===== config.mk =====
export PLATFORM = sky130hd
export DESIGN_NAME = fetch_sched
export DESIGN_NICKNAME = d
export VERILOG_FILES = /design/src/rtl/fetch_sched.sv
export SDC_FILE = /design/constraint.sdc
export NUM_CORES = 1
export LEC_CHECK = 0
export ABC_AREA = 1
export BUFFER_PORTS_ARGS = -buffer_cell sky130_fd_sc_hd__clkbuf_2
export CORE_UTILIZATION = 40
export CTS_CLUSTER_SIZE = 16
export DETAILED_ROUTE_END_ITERATION = 6
export SETUP_SLACK_MARGIN = 0.1
export SLEW_MARGIN = 20
export SYNTH_ARGS = -nofsm -noshare
export SYNTH_HDL_FRONTEND = slang
export SYNTH_SLANG_ARGS = --single-unit
export TNS_END_PERCENT = 100

===== constraint.sdc =====
create_clock -name clk -period 11.2 [get_ports clk]
set_clock_uncertainty 0.05 [all_clocks]
set_input_delay 0.56 -clock clk [delete_from_list [all_inputs] [get_ports clk]]
set_output_delay 0.56 -clock clk [all_outputs]
set_load 0.01 [all_outputs]

===== src/rtl/fetch_sched.sv =====
// fetch_sched -- instruction-fetch scheduler for the IF stage.
//
// Runs one instruction-bus request at a time at the address held in the
// external PC register. It tells that register when to advance (PC+4) and
// when to load a redirect target. Fetched words are registered toward ID.
// A single-entry skid buffer catches the one word that can arrive while ID
// is stalled. Branches follow exact delay-slot semantics. Exception/ERET
// flushes take priority over branches.
//
// Optional build feature:
//   FETCH_SCHED_PERF_EN  when defined, stall_cycles counts the REQ/DRAIN
//                        cycles that have no ibus_ack (32-bit, wraps).
//                        When undefined, stall_cycles is tied to zero.
//
// Ports:
//   clk, rst_n          clock; asynchronous active-low reset
//   pc_reg              current PC from the PC register
//   pc_enable           PC advance strobe
//   pc_is_branch        load pc_branch_address instead of PC+4
//   pc_branch_address   redirect target
//   ibus_req/ibus_addr  fetch request; the address is always pc_reg
//   ibus_ack/ibus_rdata fetch done; the data is valid in the ack cycle
//   if_valid/if_inst/if_pc  registered instruction to ID
//   id_stall            ID cannot accept; if_* hold
//   br_valid/br_target  taken branch held in ID (level)
//   flush_valid/flush_target  one-cycle exception/ERET redirect
//   stall_cycles        fetch wait-cycle counter (see FETCH_SCHED_PERF_EN)

module fetch_sched #(
    parameter logic [31:0] RESET_PC = 32'h1fc00000
) (
    input  logic        clk,
    input  logic        rst_n,
    input  logic [31:0] pc_reg,
    output logic        pc_enable,
    output logic        pc_is_branch,
    output logic [31:0] pc_branch_address,
    output logic        ibus_req,
    output logic [31:0] ibus_addr,
    input  logic        ibus_ack,
    input  logic [31:0] ibus_rdata,
    output logic        if_valid,
    output logic [31:0] if_inst,
    output logic [31:0] if_pc,
    input  logic        id_stall,
    input  logic        br_valid,
    input  logic [31:0] br_target,
    input  logic        flush_valid,
    input  logic [31:0] flush_target,
    output logic [31:0] stall_cycles
);

    typedef enum logic [1:0] {
        IDLE  = 2'd0,
        REQ   = 2'd1,
        HOLD  = 2'd2,
        DRAIN = 2'd3
    } state_t;

    state_t      state_q;
    state_t      state_d;

    // Control registers (reset)
    logic        br_pend_q;

    // Data registers (no reset; only read when their qualifying state is set)
    logic [31:0] skid_inst;
    logic [31:0] skid_pc;
    logic [31:0] br_pend_target;
    logic [31:0] drain_target;

    // Per-cycle update controls produced by the next-state logic
    logic        load_if;     // bus word goes straight to ID
    logic        take_skid;   // skid word goes to ID
    logic        clr_if;      // ID slot empties (consumed or flushed)
    logic        load_skid;   // bus word is parked in the skid buffer
    logic        set_pend;    // branch left ID before its delay slot arrived
    logic        clr_pend;
    logic        load_drain;  // remember the flush target while the bus drains

    // The bus is only ever asked for the current PC.
    assign ibus_addr = pc_reg;

    // ------------------------------------------------------------------
    // Next state and outputs
    // ------------------------------------------------------------------
    always_comb begin
        state_d           = state_q;
        ibus_req          = 1'b0;
        pc_enable         = 1'b0;
        pc_is_branch      = 1'b0;
        pc_branch_address = '0;
        load_if           = 1'b0;
        take_skid         = 1'b0;
        clr_if            = 1'b0;
        load_skid         = 1'b0;
        set_pend          = 1'b0;
        clr_pend          = 1'b0;
        load_drain        = 1'b0;

        case (state_q)
            IDLE: begin
                state_d = REQ;
                if (flush_valid) begin
                    pc_enable         = 1'b1;
                    pc_is_branch      = 1'b1;
                    pc_branch_address = flush_target;
                    clr_if            = 1'b1;
                    clr_pend          = 1'b1;
                end
            end

            REQ: begin
                ibus_req = 1'b1;
                if (flush_valid) begin
                    clr_if   = 1'b1;
                    clr_pend = 1'b1;
                    if (ibus_ack) begin
                        // Word is dropped; the PC jumps straight to the target.
                        pc_enable         = 1'b1;
                        pc_is_branch      = 1'b1;
                        pc_branch_address = flush_target;
                    end else begin
                        // The request cannot be withdrawn, so wait for it in DRAIN.
                        load_drain = 1'b1;
                        state_d    = DRAIN;
                    end
                end else if (ibus_ack) begin
                    pc_enable = 1'b1;
                    clr_pend  = 1'b1;
                    // Any branch still outstanding makes this word its delay slot.
                    if (br_pend_q) begin
                        pc_is_branch      = 1'b1;
                        pc_branch_address = br_pend_target;
                    end else if (br_valid) begin
                        pc_is_branch      = 1'b1;
                        pc_branch_address = br_target;
                    end
                    if (!if_valid || !id_stall) begin
                        load_if = 1'b1;
                    end else begin
                        load_skid = 1'b1;
                        state_d   = HOLD;
                    end
                end else begin
                    if (!id_stall) begin
                        clr_if = 1'b1;
                    end
                    if (br_valid && !id_stall) begin
                        set_pend = 1'b1;
                    end
                end
            end

            HOLD: begin
                if (flush_valid) begin
                    pc_enable         = 1'b1;
                    pc_is_branch      = 1'b1;
                    pc_branch_address = flush_target;
                    clr_if            = 1'b1;
                    clr_pend          = 1'b1;
                    state_d           = REQ;
                end else if (!id_stall) begin
                    take_skid = 1'b1;
                    state_d   = REQ;
                end
            end

            DRAIN: begin
                ibus_req = 1'b1;
                if (flush_valid) begin
                    clr_pend = 1'b1;
                end
                if (ibus_ack) begin
                    // A flush arriving in the ack cycle is the newest target.
                    pc_enable         = 1'b1;
                    pc_is_branch      = 1'b1;
                    pc_branch_address = flush_valid ? flush_target : drain_target;
                    state_d           = REQ;
                end else if (flush_valid) begin
                    load_drain = 1'b1;
                end
            end

            default: begin
                state_d = IDLE;
            end
        endcase
    end

    // ------------------------------------------------------------------
    // State and ID-facing registers
    // ------------------------------------------------------------------
    always_ff @(posedge clk or negedge rst_n) begin
        if (!rst_n) begin
            state_q   <= IDLE;
            if_valid  <= 1'b0;
            if_inst   <= '0;
            if_pc     <= RESET_PC;
            br_pend_q <= 1'b0;
        end else begin
            state_q <= state_d;

            if (clr_if) begin
                if_valid <= 1'b0;
            end else if (load_if) begin
                if_valid <= 1'b1;
                if_inst  <= ibus_rdata;
                if_pc    <= pc_reg;
            end else if (take_skid) begin
                if_valid <= 1'b1;
                if_inst  <= skid_inst;
                if_pc    <= skid_pc;
            end

            if (clr_pend) begin
                br_pend_q <= 1'b0;
            end else if (set_pend) begin
                br_pend_q <= 1'b1;
            end
        end
    end

    always_ff @(posedge clk) begin
        if (load_skid) begin
            skid_inst <= ibus_rdata;
            skid_pc   <= pc_reg;
        end
        if (set_pend) begin
            br_pend_target <= br_target;
        end
        if (load_drain) begin
            drain_target <= flush_target;
        end
    end

    // ------------------------------------------------------------------
    // Fetch wait-cycle counter
    // ------------------------------------------------------------------
`ifdef FETCH_SCHED_PERF_EN
    logic        count_stall;
    logic [31:0] stall_cnt_q;

    assign count_stall = ((state_q == REQ) || (state_q == DRAIN)) && !ibus_ack;

    always_ff @(posedge clk or negedge rst_n) begin
        if (!rst_n) begin
            stall_cnt_q <= '0;
        end else if (count_stall) begin
            stall_cnt_q <= stall_cnt_q + 32'd1;
        end
    end

    assign stall_cycles = stall_cnt_q;
`else
    assign stall_cycles = '0;
`endif

endmodule


Word level (Yosys, flattened, before mapping)
Cells that the tools add are included.

Bitwise logic cells: 1. Reductions and logical operators: 13. Eq/ne operators: 8. Multiplexer cells: 59.

Operator list (count): $mux 32 (12); $pmux 32 s3 (1); $mux 1 (33); $mux 2 (7); $ne 3x3->1 const B (4); $pmux 1 s2 (4); $pmux 2 s4 (1); $reduce_and 5->1 (1); $eq 2x2->1 const B (2); $reduce_bool 2->1 (2); $reduce_or 2->1 (2); $pmux 1 s3 (1); $reduce_bool 3->1 (1); $reduce_or 3->1 (1); $eq 2x1->1 const B (1); $logic_not 1->1 (2); $logic_not 2->1 (1); $ne 2x2->1 const B (1); $reduce_and 2->1 (1); $logic_and 1x1->1 (1); $logic_or 1x1->1 (1); $not 1->1 (1).

Output and inout port bits: 164. Register bits after elaboration: 196.

Depth between registers and ports, before layout
Depth after elaboration: 8. Depth in mapped cells: 11. Depth with buffers taken out: 8.

Worst setup path after synthesis
Ideal clock, no wire load.

Path type: in2reg. Start point: in flush_valid. End point: reg skid_inst[0], enable pin. Data arrival time: 3.597 ns. Cell stages on the path: 4. Setup slack: 7.067 ns. Cell sequence: inv_1 -> buf_2 -> nand2_1 -> nor2_1.

Cells in the longest elaborated chain, start to end: 2.

RTL lines: from (decl) (RTL line 48) `input logic flush_valid,`; $mux 1 (RTL line 115) `if (flush_valid) begin`; $mux 1 (RTL line 101) `case (state_q)`; net load_skid (RTL line 76) `logic load_skid;`; to (signal assigned) (RTL line 226) `skid_inst <= ibus_rdata;`; to (decl) (RTL line 67) `logic [31:0] skid_inst;`.

The timed path passes the listed nets, and every way through them passes these cells. A chain may end at the register's enable or synchronous reset.

Worst setup path in the final report
Start point: in flush_valid. End point: out pc_branch_address[28].

Cells in the longest elaborated chain, start to end: 3.

RTL lines: $mux 32 (RTL line 178) `pc_branch_address = flush_valid ? flush_target : drain_target;`; $mux 32 (RTL line 174) `if (ibus_ack) begin`; $pmux 32 s3 (*) (RTL line 101); to (decl) (RTL line 37) `output logic [31:0] pc_branch_address,`.

Every way passes the cells marked *; elsewhere a longest branch is shown, timed or not.

==> flow_metrics.py <==
metrics = {
    "outcome": {
        "status": "completed",
    },
    "synth": {
        "synthesis.instances": 1144,
        "synth_warnings": 0,
        "synth_top_family_by_area": "simple AND/OR/NAND/NOR gates",
        "synthXorXnorAreaFrac_pct": 0,
        "syn_area_um2": 9863,
        "synth_fa_ha_area_share_pct": 0,
        "synth_mux_area_share_pct": 0,
        "post_synth.cell_area_avg_um2": 8.622,
        "synth_seq_cells": 196,
        "synth_compound_gate_area_share_pct": 0.4820,
        "ys_seq_area_share_pct": 56.31,
        "synth_cell_types": 26,
        "yosys.area_share.simple_pct": 30.90,
    },
    "floorplanning": {
        "die-area_um2": 25290,
        "start_util_pct": 40.68,
        "chipHeight_um": 159.0,
        "fp-row-count": 57,
        "die_w_um": 159.0,
        "core-area_um2": 24250,
        "io_pins": 298,
    },
    "placed_design": {
        "hpwl_mm": 15.17,
        "gp_congestion": 0.7970,
        "dp_cells": 1649,
        "io_buffers": 265,
    },
    "finish": {
        "fill_cells": 2418,
        "fin_nets": 1478,
        "fin_cells": 1681,
        "final_cell_mix": "458 x nand2_1, 264 x clkbuf_2, 128 x edfxtp_1",
        "final_common_cell": "nand2_1",
        "antenna_cells": 0,
        "drive_above_1_share_pct": 24.54,
        "synthToLayoutAreaGrowth_pct": 18.00,
    },
    "clock_tree": {
        "cts.reportedPaths.clkPinSlew_ns": 0.08,
        "cts_made_buffers": 17,
        "clk_latency_ns": 0.43,
        "cts_buffer_depth": 2,
        "cts_tree": "yes",
        "cts_resized": 0,
        "clock-sinks": 196,
        "post_cts_buffers": 0,
        "cts_hold_buf": 0,
        "root_buffer": "clkbuf_16",
        "cts_htree_levels": 4,
    },
    "global_routing": {
        "grt_pass1_wl_mm": 39.49,
        "grt_start_max_net_pins": 69,
        "grtUsageTotal_pct": 19.75,
        "grt_overflow_total": 0,
        "antenna_found_initial": 1,
        "first_global_vias": 7380,
    },
    "critical_path": {
        "worst_ep_required_time_ns": 10.59,
        "r2r-end": "if_pc[25]",
        "critPathKind": "in2out",
        "endpoint_kind": "primary output",
        "crit_fanout": 39,
        "start_kind": "primary input",
        "r2r_setup_slack_ns": 8.60,
        "r2r_cells": 10,
        "arrival_ns": 2.91,
        "crit-reg2reg-launch": "state_q[1]",
    },
    "sta": {
        "worst_pin_slew_ns": 0.9820,
        "fmax_mhz": 284.3,
        "slew_headroom_pct": 34.54,
        "fin_tns_setup_ns": 0,
        "setup_viol": 0,
        "period_minus_slack_ns": 3.517,
        "rsz0062_at_grt": "false",
        "drv_slew": 0,
        "hold_viol": 0,
        "min_period_over_period_pct": 31.40,
    },
    "route": {
        "wire_per_inst_um": 14.69,
        "drtPass1Iterations": 5,
        "wirelength_mm": 24.70,
        "drc": 0,
        "vias": 7773,
        "initialDrtViolationCount": 519,
        "detail-route-antenna-nets": 0,
        "vias_per_cell": 4.624,
    },
    "min_path": {
        "hp-class": "in2async",
    },
    "pwr": {
        "peakVddDrop_uv": 132.1,
        "p_leak_nw": 5.952,
        "power_density_nw_per_um2": 195.2,
    },
    "flow_run": {
        "cap_violations": 0,
    },
}
[critical path: stages]
cell      delay [ns]
clkbuf_2        0.72
inv_1           0.60
nand4_1         0.20
buf_4           0.39
nor2_1          0.07
nor2_1          0.11
nand2_1         0.09
clkbuf_2        0.13
[synthesized netlist by cell type (all sizes together)]
master / count / share of area [%]
dfstp: 7 / 1.9
nand2: 461 / 18
nor3: 32 / 1.6
o21a: 1 / 0.076
conb: 1 / 0.038
o211ai: 1 / 0.076
nand3: 72 / 3.7
nor2: 73 / 2.9
nand4: 4 / 0.25
clkbuf: 10 / 0.38
dfrtp: 61 / 15
o31ai: 1 / 0.076
edfxtp: 128 / 39
a21oi: 1 / 0.051
buf: 119 / 7.9
o21ai: 4 / 0.20
nand3b: 64 / 4.9
inv: 104 / 4.0
[cells by family after synthesis]
group / Yosys count
AO/OA/AOI/OAI: 8
buffers and inverters: 233
flip-flops: 196
other: 1
AND/OR/NAND/NOR: 706
[where the power goes]
| part | internal (mW) | switching (mW) |
|---|---|---|
| Combinational | 0.226 | 0.434 |
| Sequential | 0.913 | 0.0750 |
| Clock | 0.314 | 0.310 |
[metal layers]
metal  GRT usage, %  vias up  part of all wire, %
li1               -     3931                    -
met1          26.54     3548                   46
met2          31.82      266                   46
met3          4.038       28                  5.9
met4          6.774        0                  2.0
met5              0        -                    0
[final cells by class]
type | instances | area (um^2) | area share [%]
clock inverters | 14 | 150.1 | 1.290
inverters | 104 | 390.4 | 3.354
well taps | 324 | 405.4 | 3.483
flip-flops and latches | 196 | 5554 | 47.72
repair buffers | 279 | 1434 | 12.32
clock buffers | 18 | 450.4 | 3.870
multi-input cells | 746 | 3254 | 27.96
[registers in the layout, indices dropped and copies added (netlist names)]
name            count
br_pend_q           1
br_pend_target     32
drain_target       32
if_inst            32
if_pc              32
if_valid            1
skid_inst          32
skid_pc            32
state_q             2
[metrics by stage]
step / util, % / instance area, um^2 / setup WS [ns] / power, mW / hold WS [ns]
final: 48.00 / 11640 / 7.683 / 2.272 / 0.2129
after global routing: 48.00 / 11640 / 7.475 / 2.400 / 0.2463
after CTS: 48.00 / 11640 / 7.691 / 2.296 / 0.2430
after detailed placement: 45.52 / 11040 / 7.568 / 1.670 / 0.4068
after global placement: 45.52 / 11040 / 7.640 / 1.666 / 0.4095
after floorplan: - / 9980 / 7.067 / 1.402 / 0.2144
[worst max-delay path by stage]
stage	startpoint	to	slack, ns	cells after the start
2_1_floorplan	flush_valid	skid_inst[0]	7.07	4
3_3_place_gp	flush_valid	skid_pc[9]	7.64	5
3_5_place_dp	flush_valid	skid_pc[6]	7.57	5
4_1_cts	flush_valid	pc_branch_address[28]	7.69	8
5_1_grt	flush_valid	pc_branch_address[6]	7.48	8
6_report	flush_valid	pc_branch_address[28]	7.68	8
No activity file was read; power rests on OpenSTA's default activity.
